===== src/rtl/fpu_wb_pkg.sv =====
`default_nettype none
// ============================================================================
// Module      : fpu_wb_pkg
// Description : Shared types and constants for the fpadd writeback stage.
// Revision    : 1.0 - initial release
// ============================================================================
package fpu_wb_pkg;

    localparam logic [31:0] NANBOX_HI = 32'hFFFF_FFFF;
    localparam int          FLAGS_W   = 5;
    // Widest destination tag a writeback entry can carry.
    localparam int          TAG_MAX_W = 16;

    typedef struct packed {
        logic [63:0]          data;
        logic [FLAGS_W-1:0]   flags;
        logic                 denorm;
        logic [TAG_MAX_W-1:0] tag;
    } wb_entry_t;

    // Single-precision results live in [63:32] and are NaN-boxed into 64 bits.
    function automatic wb_entry_t format_entry(
        input logic [63:0]          result,
        input logic [FLAGS_W-1:0]   flags,
        input logic                 denorm,
        input logic                 sp,
        input logic [TAG_MAX_W-1:0] tag
    );
        wb_entry_t e;
        e.data   = sp ? {NANBOX_HI, result[63:32]} : result;
        e.flags  = flags;
        e.denorm = denorm;
        e.tag    = tag;
        return e;
    endfunction

endpackage
`default_nettype wire


===== src/rtl/wb_sync_fifo.sv =====
`default_nettype none
// ============================================================================
// Module      : wb_sync_fifo
// Description : Synchronous FIFO of writeback entries with occupancy count.
// Revision    : 1.0 - initial release
// ============================================================================
module wb_sync_fifo
    import fpu_wb_pkg::*;
#(
    parameter int DEPTH = 2
) (
    input  logic                   clk,
    input  logic                   reset,
    input  logic                   i_push,
    input  logic                   i_pop,
    input  wb_entry_t              i_wdata,
    output wb_entry_t              o_rdata,
    output logic [$clog2(DEPTH):0] o_count
);

    localparam int PTR_W = $clog2(DEPTH);

    wb_entry_t          r_mem [DEPTH];
    logic [PTR_W-1:0]   r_wptr;
    logic [PTR_W-1:0]   r_rptr;
    logic [PTR_W:0]     r_count;
    logic               w_push;
    logic               w_pop;

    // Guards keep the FIFO consistent even if a caller ignores full/empty.
    assign w_push = i_push && (r_count != (PTR_W + 1)'(DEPTH));
    assign w_pop  = i_pop  && (r_count != '0);

    always_ff @(posedge clk) begin
        if (!reset) begin
            r_wptr  <= '0;
            r_rptr  <= '0;
            r_count <= '0;
            for (int i = 0; i < DEPTH; i++) begin
                r_mem[i] <= '0;
            end
        end else begin
            if (w_push) begin
                r_mem[r_wptr] <= i_wdata;
                r_wptr        <= r_wptr + 1'b1;
            end
            if (w_pop) begin
                r_rptr <= r_rptr + 1'b1;
            end
            case ({w_push, w_pop})
                2'b10:   r_count <= r_count + 1'b1;
                2'b01:   r_count <= r_count - 1'b1;
                default: r_count <= r_count;
            endcase
        end
    end

    assign o_rdata = r_mem[r_rptr];
    assign o_count = r_count;

endmodule
`default_nettype wire


===== src/rtl/fpadd_wb.sv =====
`default_nettype none
// ============================================================================
// Module      : fpadd_wb
// Description : fpadd writeback stage: NaN-boxing, result FIFO, sticky fflags.
// Revision    : 1.0 - initial release
// ============================================================================
module fpadd_wb
    import fpu_wb_pkg::*;
#(
    parameter int DEPTH = 2,
    parameter int TAG_W = 5
) (
    input  logic                   clk,
    input  logic                   reset,
    input  logic                   in_valid,
    output logic                   in_ready,
    input  logic [63:0]            in_result,
    input  logic [FLAGS_W-1:0]     in_flags,
    input  logic                   in_denorm,
    input  logic                   in_p,
    input  logic [TAG_W-1:0]       in_tag,
    output logic                   out_valid,
    input  logic                   out_ready,
    output logic [63:0]            out_data,
    output logic [FLAGS_W-1:0]     out_flags,
    output logic                   out_denorm,
    output logic [TAG_W-1:0]       out_tag,
    output logic [FLAGS_W-1:0]     fflags,
    input  logic                   csr_we,
    input  logic [FLAGS_W-1:0]     csr_wdata,
    output logic [$clog2(DEPTH):0] count
);

    localparam int CNT_W = $clog2(DEPTH) + 1;

    logic [CNT_W-1:0]   w_count;
    logic               w_push;
    logic               w_pop;
    wb_entry_t          w_entry;
    wb_entry_t          w_head;
    logic [FLAGS_W-1:0] r_fflags;

    // Ready ignores out_ready: a full FIFO never accepts, even when popping.
    assign in_ready  = reset && (w_count < CNT_W'(DEPTH));
    assign out_valid = reset && (w_count != '0);
    assign w_push    = in_valid && in_ready;
    assign w_pop     = out_valid && out_ready;

    assign w_entry = format_entry(in_result, in_flags, in_denorm, in_p,
                                  TAG_MAX_W'(in_tag));

    wb_sync_fifo #(
        .DEPTH (DEPTH)
    ) u_fifo (
        .clk     (clk),
        .reset   (reset),
        .i_push  (w_push),
        .i_pop   (w_pop),
        .i_wdata (w_entry),
        .o_rdata (w_head),
        .o_count (w_count)
    );

    assign count      = w_count;
    assign out_data   = out_valid ? w_head.data            : '0;
    assign out_flags  = out_valid ? w_head.flags           : '0;
    assign out_denorm = out_valid ? w_head.denorm          : 1'b0;
    assign out_tag    = out_valid ? w_head.tag[TAG_W-1:0]  : '0;

    generate
        if (TAG_W < TAG_MAX_W) begin : g_tag_hi
            logic w_unused_tag_hi;
            assign w_unused_tag_hi = ^w_head.tag[TAG_MAX_W-1:TAG_W];
        end
    endgenerate

    // Flags accumulate at accept time; a CSR write must not drop them.
    always_ff @(posedge clk) begin
        if (!reset) begin
            r_fflags <= '0;
        end else if (csr_we) begin
            r_fflags <= csr_wdata | (w_push ? in_flags : '0);
        end else if (w_push) begin
            r_fflags <= r_fflags | in_flags;
        end
    end

    assign fflags = r_fflags;

endmodule
`default_nettype wire


===== config.mk =====
export PLATFORM = sky130hd
export DESIGN_NAME = fpadd_wb
export DESIGN_NICKNAME = d
export VERILOG_FILES = /design/src/rtl/fpu_wb_pkg.sv /design/src/rtl/wb_sync_fifo.sv /design/src/rtl/fpadd_wb.sv
export SDC_FILE = /design/constraint.sdc
export NUM_CORES = 1
export LEC_CHECK = 0
export CORE_UTILIZATION = 51
export CTS_CLUSTER_SIZE = 10
export DETAILED_ROUTE_END_ITERATION = 12
export PLACE_DENSITY = 0.88
export SLEW_MARGIN = 25
export SYNTH_ARGS = -nofsm -noshare
export SYNTH_HDL_FRONTEND = slang
export SYNTH_SLANG_ARGS = --single-unit

===== constraint.sdc =====
create_clock -name clk -period 10 [get_ports clk]
set_input_delay 2 -clock clk [delete_from_list [all_inputs] [get_ports clk]]
set_output_delay 2 -clock clk [all_outputs]
set_load 0.01 [all_outputs]

=== After elaboration in Yosys (flattened, before gate mapping) ===
Memory sizes are Yosys's and may differ from the RTL's. A register that Yosys moved wholly into a read port is not among the register bits.
Index checks and enable logic that the tools add are counted.

* Logic and storage cells: 43
* Bits in read-only memories: 0
* Memory bits (writable): 150
* Bits in latches: 0
* Input port bits: 86
* Memories kept: 1
* Register bits: 9
* Output and inout bits: 84

* Order comparisons: 1
* Div/mod/pow operators: 0
* Multiplexer cells: 18
* Bitwise gates (word level): 2
* Shifts and indexed selects: 0
* Add/sub/neg operators: 4
* Multiply operators: 0
* Equal/unequal tests: 3
* Reductions and logical operators: 10

{| class="wikitable"
|+ Memory list
! memory !! words !! bits a word !! read ports !! clocked after memory_dff !! wr ports !! line !! text
|-
| u_fifo.r_mem || 2 || 75 || 1 || 1 || 2 || wb_sync_fifo.sv:23 || <nowiki>wb_entry_t r_mem [DEPTH];</nowiki>
|}

{| class="wikitable"
|+ Operators by type and width
! operator !! number
|-
| 64-bit two-way mux || 2
|-
| 75-bit two-way mux || 1
|-
| 75-bit OR reduction || 1
|-
| 5-bit two-way mux || 5
|-
| 5-bit OR || 2
|-
| 1-bit two-way mux || 9
|-
| 1-bit logical AND || 6
|-
| 2-bit nonzero test || 3
|-
| 2-bit one-hot mux with 2 select lines || 1
|-
| 1-bit adder (second input constant) || 2
|-
| 2-bit by 1-bit adder with 2-bit output (second input constant) || 1
|-
| 2-bit by 1-bit == test with 1-bit output (second input constant) || 1
|-
| 2-bit == test (second input constant) || 1
|-
| 2-bit < comparator (second input constant) || 1
|-
| 2-bit inequality test (second input constant) || 1
|-
| 2-bit by 1-bit subtractor with 2-bit output (second input constant) || 1
|}

=== Depth between registers and ports, before layout ===
Gate-level depths: netlist of the first run.

* Word-level depth: 9
* Mapped depth: 8
* Depth with buffers taken out: 7

=== By module ===
A second synthesis of the first run with hierarchy kept.

* Cell total of the unflattened synthesis: 758
* Area total of the unflattened synthesis: 9022.4 µm²

{| class="wikitable"
|+ By module, submodules not included
! module !! seq. area each (µm²) !! times used !! area each (µm²) !! cells an instance
|-
| wb_sync_fifo || 5265.0 || 1 || 7572.3 || 578
|-
| fpadd_wb || 100.1 || 1 || 1450.1 || 180
|}

=== Worst setup path before layout of the first run ===
Ideal clock, no wire load.

* Path type: input port to flip-flop
* Start: in in_valid
* End: mem u_fifo.r_mem[1][0] (netlist bit), enable pin
* Library setup time: 767 ps
* Path buffers: 3
* Cell stages on the path: 6
* Path slack: 5264 ps
* Arrival time: 3970 ps
* Data required time: 9233 ps
* Path through: nor2b_1 buf_2 nand3_1 buf_2 buf_2 nand2_1

{| class="wikitable"
|+ RTL lines
! item !! line !! text
|-
| start, declared || fpadd_wb.sv:15 || <nowiki>input logic in_valid,</nowiki>
|-
| end, declared || wb_sync_fifo.sv:23 ||
|}

=== Worst setup path after layout of the first run ===
* Start: in reset
* End: out out_data[29]

* Cells in the longest elaborated chain, start to end: 2

{| class="wikitable"
|+ Ends and longest elaborated chain
! item !! line !! text
|-
| start, declared || fpadd_wb.sv:14 || <nowiki>input logic reset,</nowiki>
|-
| 1-bit logical AND || fpadd_wb.sv:45 || <nowiki>assign out_valid = reset && (w_count != '0);</nowiki>
|-
| 64-bit two-way mux || fpadd_wb.sv:65 || <nowiki>assign out_data = out_valid ? w_head.data : '0;</nowiki>
|-
| end, declared || fpadd_wb.sv:24 || <nowiki>output logic [63:0] out_data,</nowiki>
|}

Every way passes these cells.

==> results.ini, run 1 <==
[outcome]
status=finished clean

[worst_setup_path]
r2r_cells=6
crit_type=primary input to output pin
crit_arrival_ps=4690
crit_fanout=43
cp.required_ps=8000
cp-end-kind=output pin
r2r-start=u_fifo.o_count[1]
regToRegEndpoint=u_fifo.o_count[1]
cp-start-kind=primary input
reg2reg_slack_ps=7440

[sta]
period_share_pct=66.9
fin_crit_ps=6690
tightest_slew_ps=966
hold_viol=0
fmax_mhz=149
max_slew_margin_pct=35.3
hold_slack_ps=460
rsz0062_at_grt=false
tns_ps=0
fin_skew_ps=7.23
slew_violations=0
setup_viol=0

[run]
maxCapViolations=0

[layout]
area_delta_synth_final_pct=31.4
final_cells=949
nets=843
fillCellCount=945
fin_area_mm2=0.00959
drive_above_1_share_pct=5.20
num_antenna_cells=0

[logic_synthesis]
synth_nets=694
yosysUniqueCellTypes=23
ys_ff_latch=160
synth_top_cells_by_area=edfxtp_1 (62%), mux2i_1 (16%), nor2_1 (12%)
ys.flop_type=edfxtp_1
syn_avg_cell_area_um2=12.0
synth.yosys.seq_area_share_pct=64.5
synthCells=607
yosys.area.top_type_share_pct=61.7
yosys_warnings=0
synth_top_area_cell=edfxtp_1
synth_edf_count=150
yosysMostFrequentCell=nor2_1
synth.cell_area_mm2=0.00730
netlist_top_cells_count=nor2_1 (236), edfxtp_1 (150), mux2i_1 (114)
synthArstFlopShare_pct=0

[clocking]
path_clk_slew_ps=60
cts-root-buf=clkbuf_16
cts_tree=yes
cts_sinks=160
cts_hold_buf=0
insertion_delay_ps=420
h-tree-depth=4
cts_resized=0
cts_made_buffers=17
postCtsSetupRepairBufs=0
cts_buffer_depth=2

[route]
dr.first_iter.drc_count=381
final_antenna_net_count=0
drt-pass1-iter-count=7
num_vias=5047
vias_per_cell=5.32
routed_wl_um=15700
avgRoutedWirePerCell_um=16.5
drc=0

[pwr]
cellPowerDensity_mw_per_mm2=174
power_leakage_nw=3.50
ir_drop_v=0.0000961
power.total_mw=1.67

[grt]
use_met2_pct=37.2
grt_overflow=0
grt_max_degree=76
grt_pass1_wl_um=24200
busiest_layer=met2
grt_use_met1_pct=26.9
groute.usage.overall_pct=21.8
met3_usage_pct=4.59
grt_pass1_vias=5021
antenna_found_initial=0

[floorplan]
ios=170
die-area_mm2=0.0148
core_mm2=0.0139
dieWidth_um=122
initial_core_util_pct=52.4
std_cell_rows=43
fp.dieH_um=122

[worst_hold_path]
min_path_type=flip-flop to flip-flop
hold_start=u_fifo.r_rptr
hold_depth=1

[placed_design]
finalWeightedCongestion=0.743
dp.cells=917
dp_hpwl_um=9650
place_area_mm2=0.00904
port_buffers=169

-- flip-flops by register name, indices dropped and copies added (netlist names), named ones only --
| register | cells |
|---|---|
| u_fifo.r_mem | 150 |
| u_fifo.o_count | 2 |
| fflags | 5 |
| u_fifo.r_wptr | 1 |
| u_fifo.r_rptr | 1 |
-- worst max-delay path by stage --
stage,endpoint,depth (start not counted),slack [ps],startpoint
final,out_data[29],5,3310,reset
after global routing,out_data[44],5,3140,reset
after CTS,out_data[44],5,3470,reset
after detailed placement,out_data[44],5,3470,reset
after global placement,out_data[44],5,3580,reset
after floorplan,u_fifo.r_mem[1][0],6,5260,in_valid
-- logic make-up after synthesis --
| logic type | after synthesis | share of synthesized area [%] |
|---|---|---|
| buffers and inverters | 45 | 3.31 |
| and+or+nand+nor | 276 | 15.3 |
| DFF | 160 | 64.5 |
| xor gates and xnor gates | 3 | 0.360 |
| AOI/OAI and AO/OA | 8 | 0.754 |
| adders and majority gates | 1 | 0.171 |
| muxes | 114 | 15.6 |
-- through the flow --
stage	utilization, %	setup WS (ps)
CTS	68.7	3470
finish	68.8	3310
global placement	64.9	3580
global route	68.8	3140
floorplan	-	5260
detailed placement	64.9	3470
-- cell type report --
cell class                      count  area, µm²  share of cell area (%)
Clock buffer                       19        433                    4.51
Clock inverter                     13       97.6                    1.02
Inverter                            1       3.75                  0.0391
Timing Repair Buffer              174       1720                    18.0
Multi-Input combinational cell    402       2400                    25.0
Sequential cell                   160       4710                    49.1
Tap cell                          180        225                    2.35
-- report_power, final --
part	total (mW)	switching (mW)	internal [mW]
clock network	0.584	0.247	0.337
logic	0.262	0.136	0.126
registers	0.822	0.0242	0.798
-- per-layer routing --
| metal | share of wire, % | wire, µm |
|---|---|---|
| met1 | 42 | 6550 |
| met2 | 51 | 7950 |
| met3 | 5.8 | 911 |
| met4 | 1.6 | 256 |
| met5 | 0 | 0 |
-- placed cells by master, fill, tap and decap left out --
master | netlist | layout
nor2_1 | 236 | 236
clkdlybuf4s50_1 | 0 | 168
edfxtp_1 | 150 | 150
mux2i_1 | 114 | 114
and2_1 | 25 | 25
clkbuf_16 | 0 | 17
dfxtp_1 | 10 | 9
clkinv_2 | 0 | 7
nand2_1 | 8 | 6
a21boi_0 | 6 | 6
buf_4 | 1 | 5
nor2b_1 | 2 | 2
nand2_8 | 0 | 2
xnor2_1 | 2 | 2
clkinv_1 | 0 | 2
clkbuf_1 | 13 | 2
clkinv_4 | 0 | 2
nand3b_1 | 1 | 1
o21ai_4 | 0 | 1
inv_1 | 1 | 1
nand3_2 | 0 | 1
or2_2 | 0 | 1
and3_1 | 1 | 1
o21ai_0 | 1 | 1
or3_1 | 1 | 1
xor2_1 | 1 | 1
ha_1 | 1 | 1
dfxtp_4 | 0 | 1
bufinv_16 | 0 | 1
clkinvlp_4 | 0 | 1
buf_2 | 25 | 1
-- critical path, stage by stage --
cell             delay [ps]
clkdlybuf4s50_1        1000
o21ai_4                 460
buf_4                   410
nor2_1                  200
clkdlybuf4s50_1         570
No activity file was read; power rests on OpenSTA's default activity.
==> run 2: changes to the inputs <==
Settings changed: CORE_UTILIZATION 51 to 50, PLACE_DENSITY 0.88 to 0.87.
Clock period 10 ns to 6.5 ns, I/O delays scaled along.
==> run 2 against run 1 <==
  * Combinational power up 53%
  * Critical path depth up 1
  * Power rose by 56%
  * Wire length increased by 2.2%
  * Register-to-register slack lost 3400 ps
  * Core utilization decreased by 0.17 points
  * Clock skew down 1.3 ps
  * Final cell count stayed put
  * Largest cell class unchanged
  * Clock-buffer cell count stayed put
==> results.ini, run 2 (synthesis results as in run 1) <==
[outcome]
status=finished clean

[placed_design]
port_buffers=169
dp.cells=918
finalWeightedCongestion=0.777
dp_hpwl_um=9680

[layout]
area_delta_synth_final_pct=32.1
post-route-util_pct=68.7
num_antenna_cells=0
multi_input_area_mm2=0.00240
drive_above_1_share_pct=5.20
final_cells=949
fillCellCount=982
layout_common_cells=nor2_1 (236), clkdlybuf4s50_1 (168), edfxtp_1 (150)
largest_reg_flops=150
nets=844
ff_latch_area_mm2=0.00471
final_common_cell=nor2_1
regMostFlops=u_fifo.r_mem

[clocking]
h-tree-depth=4
cts_hold_buf=0
path_clk_slew_ps=60
postCtsSetupRepairBufs=0
cts_buffer_depth=2
cts_made_buffers=17
cts-root-buf=clkbuf_16
cts_tree=yes
insertion_delay_ps=420
cts_resized=0
cts_sinks=160

[worst_setup_path]
path_cells=clkdlybuf4s50_1, o21ai_4, buf_16, buf_4, nor2_1, clkdlybuf4s50_1
r2r-start=u_fifo.o_count[1]
crit_type=primary input to output pin
regToRegEndpoint=u_fifo.r_mem[0][69]
reg2reg_slack_ps=4010
critical-path-max-stage-delay_ps=1030
slowest_stage=clkdlybuf4s50_1
crit_top_cell=clkdlybuf4s50_1
cp-start-kind=primary input
r2r_cells=4
crit_arrival_ps=3940
cp-end-kind=output pin
crit_fanout=32
cp.required_ps=5200

[pwr]
ir_drop_v=0.000178
seqPwrFrac_pct=48.8
switching_share_pct=24.0
cellPowerDensity_mw_per_mm2=271
power_frac_clock_pct=35.9
comb_power_share_pct=15.4
p_int_mw=1.98
switching_power_uw=627
power_leakage_nw=3.51

[worst_hold_path]
hold_depth=1
min_path_type=flip-flop to flip-flop
hold_start=u_fifo.r_rptr

[floorplan]
die-area_mm2=0.0151
dieWidth_um=123
ios=170
initial_core_util_pct=52.0
fp.dieH_um=123
std_cell_rows=43
core_mm2=0.0140

[sta]
setup_viol=0
fin_crit_ps=5240
slew_violations=0
period_share_pct=80.5
fin_skew_ps=5.92
fmax_mhz=191
rsz0062_at_grt=false
tns_ps=0
max_slew_margin_pct=39.3
tightest_slew_ps=911
hold_viol=0

[grt]
grt_overflow=0
grt_pass1_wl_um=24800
grt_max_degree=76
groute.usage.overall_pct=22.0
antenna_found_initial=0
grt_pass1_vias=5106

[route]
avgRoutedWirePerCell_um=16.9
routed-wl-met2_um=8330
num_vias=4998
dr.first_iter.drc_count=374
final_antenna_net_count=0
routed_wl_um=16000
top_layer=met4
drt-met1-wl_um=6490
vias_per_cell=5.27
drc=0
met3_length_um=938
drt-pass1-iter-count=5

[run]
maxCapViolations=0

-- run 2: metal layers --
metal	vias up	global-route usage, %
met5	-	0
met4	0	8.23
met3	22	5.02
met2	220	38.6
met1	2374	26.3
li1	2382	-
-- run 2: layout make-up --
| cell class | instances | share of cell area [%] |
|---|---|---|
| repair buffers | 175 | 18.2 |
| clock buffers | 19 | 4.49 |
| multi-input cells | 402 | 24.9 |
| flip-flops and latches | 160 | 48.8 |
| well taps | 180 | 2.34 |
| clock inverters | 12 | 1.25 |
| inverters | 1 | 0.0389 |
-- run 2: power by group through the flow --
stage | clock network (mW) | registers, mW | logic [mW]
final | 0.936 | 1.27 | 0.401
after global routing | 0.991 | 1.28 | 0.435
after CTS | 0.950 | 1.27 | 0.404
after detailed placement | 0 | 1.29 | 0.401
after global placement | 0 | 1.29 | 0.387
after floorplan | 0 | 1.27 | 0.241
-- run 2: worst max path at each step --
stage,cells after the start,slack [ps],to,start
finish,6,1260,out_data[54],reset
global route,6,1080,out_data[54],reset
CTS,6,1400,out_data[54],reset
detailed placement,6,1420,out_data[54],reset
global placement,5,1510,out_data[29],reset
floorplan,6,2460,u_fifo.r_mem[1][0],in_valid
-- run 2: metrics by stage --
stage	worst slack, ps	power (mW)	instance area, µm²	hold WS [ps]
6_report	1260	2.61	9640	490
4_1_cts	1400	2.63	9620	486
5_1_grt	1080	2.71	9640	513
3_3_place_gp	1510	1.67	9040	447
3_5_place_dp	1420	1.70	9070	473
2_1_floorplan	2460	1.51	7300	437
-- run 2: critical path, delay by kind of cell --
| kind | cells | cell delay (ps) |
|---|---|---|
| AO/OA/AOI/OAI | 1 | 360 |
| buffers and inverters | 4 | 2110 |
| AND/OR/NAND/NOR | 1 | 150 |
==> run 3: changes to the inputs <==
Clock period 6.5 ns to 5.3 ns, I/O delays scaled along.
==> run 3 against run 2 <==
  * Sequential share of layout area is 0.30 points lower
  * Sequential power is 22% higher
  * Die area stayed put
  * Final cell count is 0.11% higher
  * Worst hold slack better by 7.7 ps
  * Flip-flop and latch count unchanged
==> results.ini, run 3 (synthesis results as in run 1) <==
[route]
routed_wl_um=15700
drt-pass1-iter-count=5
num_vias=5020
final_antenna_net_count=0
drc=0
routed-wl-met2_um=8070
dr.first_iter.drc_count=331
drt-met1-wl_um=6380
avgRoutedWirePerCell_um=16.6
met3_length_um=1030
top_layer=met4
vias_per_cell=5.28

[clocking]
cts_made_buffers=17
insertion_delay_ps=420
path_clk_slew_ps=60
cts_hold_buf=0
cts-root-buf=clkbuf_16
h-tree-depth=4
cts_tree=yes
cts_sinks=160
cts_buffer_depth=2
postCtsSetupRepairBufs=0
cts_resized=0

[sta]
fmax_mhz=240
setup_viol=0
hold_slack_ps=497
period_share_pct=78.5
fin_crit_ps=4160
slew_violations=0
max_slew_margin_pct=47.0
final.setup.worst_slack_ps=1140
fin_skew_ps=6.27
tns_ps=0
rsz0062_at_grt=false
tightest_slew_ps=792
hold_viol=0

[floorplan]
core_mm2=0.0140
fp.dieH_um=123
dieWidth_um=123
std_cell_rows=43
ios=170
initial_core_util_pct=52.0
die-area_mm2=0.0151

[pwr]
power_frac_clock_pct=38.8
power.total_mw=3.35
ir_drop_v=0.000251
power_leakage_nw=3.54
p_int_mw=2.57
cellPowerDensity_mw_per_mm2=345
switching_power_uw=773
seqPwrFrac_pct=46.4
comb_power_share_pct=14.8
switching_share_pct=23.1

[worst_setup_path]
crit_fanout=47
cp.required_ps=4240
cp-start-kind=primary input
cp-end-kind=output pin
crit_top_cell=clkdlybuf4s50_1
slowest_stage=buf_4
path_cells=clkdlybuf4s50_1, o21ai_4, buf_4, nor2_1, clkdlybuf4s50_1
crit_type=primary input to output pin
path_buf_inv=3
crit_arrival_ps=3100
critical-path-max-stage-delay_ps=580
cpLargestDelayFamily=buffers and inverters

[grt]
grt_max_degree=76
groute.usage.overall_pct=21.8
grt_overflow=0
grt_pass1_vias=5063
antenna_found_initial=0
grt_pass1_wl_um=24400

[placed_design]
port_buffers=169
place_area_mm2=0.00906
finalWeightedCongestion=0.761
dp.cells=919
pre_cts_ws_ps=1140
dp_hpwl_um=9820

[layout]
layout_common_cells=nor2_1 (236), clkdlybuf4s50_1 (168), edfxtp_1 (150)
final_cells=950
post-route-util_pct=69.1
fin_area_mm2=0.00970
final_common_cell=nor2_1
drive_above_1_share_pct=5.32
nets=845
area_delta_synth_final_pct=32.9
num_antenna_cells=0
regMostFlops=u_fifo.r_mem
largest_reg_flops=150

[outcome]
status=finished clean

[worst_hold_path]
min_path_type=flip-flop to flip-flop

[run]
maxCapViolations=0

run 3: cell types whose count changed in the layout (fill, tap and decap cells not counted), sizes merged:
cell / delta
clkbuf: +1
buf: +1
clkinv: -5
bufinv: +3
inv: +1
run 3: path summary, 6_finish.rpt:
check | start | end | slack (ps) | cells after the start
setup reg to reg | u_fifo.o_count[1] | u_fifo.o_count[1] | 2850 | 6
hold reg to reg | u_fifo.r_rptr | flip-flop | 500 | 1
hold / removal | u_fifo.r_rptr | flip-flop | 500 | 1
setup / recovery | reset | out_data[44] | 1140 | 5
run 3: layer usage:
layer / vias up / global-route usage, %
met2: 203 / 37.8
li1: 2376 / -
met5: - / 0
met1: 2420 / 25.9
met3: 21 / 5.20
met4: 0 / 8.92
run 3: final cells by class:
| type | count | area, µm² |
|---|---|---|
| Tap cell | 180 | 225 |
| Clock buffer | 20 | 437 |
| Multi-Input combinational cell | 402 | 2400 |
| Fill cell | 981 | 4340 |
| Timing Repair Buffer | 176 | 1740 |
| Inverter | 1 | 3.75 |
| Clock inverter | 11 | 188 |
| Sequential cell | 160 | 4710 |
run 3: worst register-to-register path: stages (launching register included):
cell and delay [ps]:
dfxtp_1 390, o21ai_4 670, inv_1 130, and2_1 260, ha_1 370, or3_1 390
a21boi_0 170
run 3: power by group through the flow:
stage	clock network (mW)	logic (mW)	registers (mW)
3_3_place_gp	0	0.481	1.57
2_1_floorplan	0	0.296	1.56
5_1_grt	1.37	0.535	1.56
3_5_place_dp	0	0.492	1.58
6_report	1.30	0.494	1.55
4_1_cts	1.31	0.496	1.56
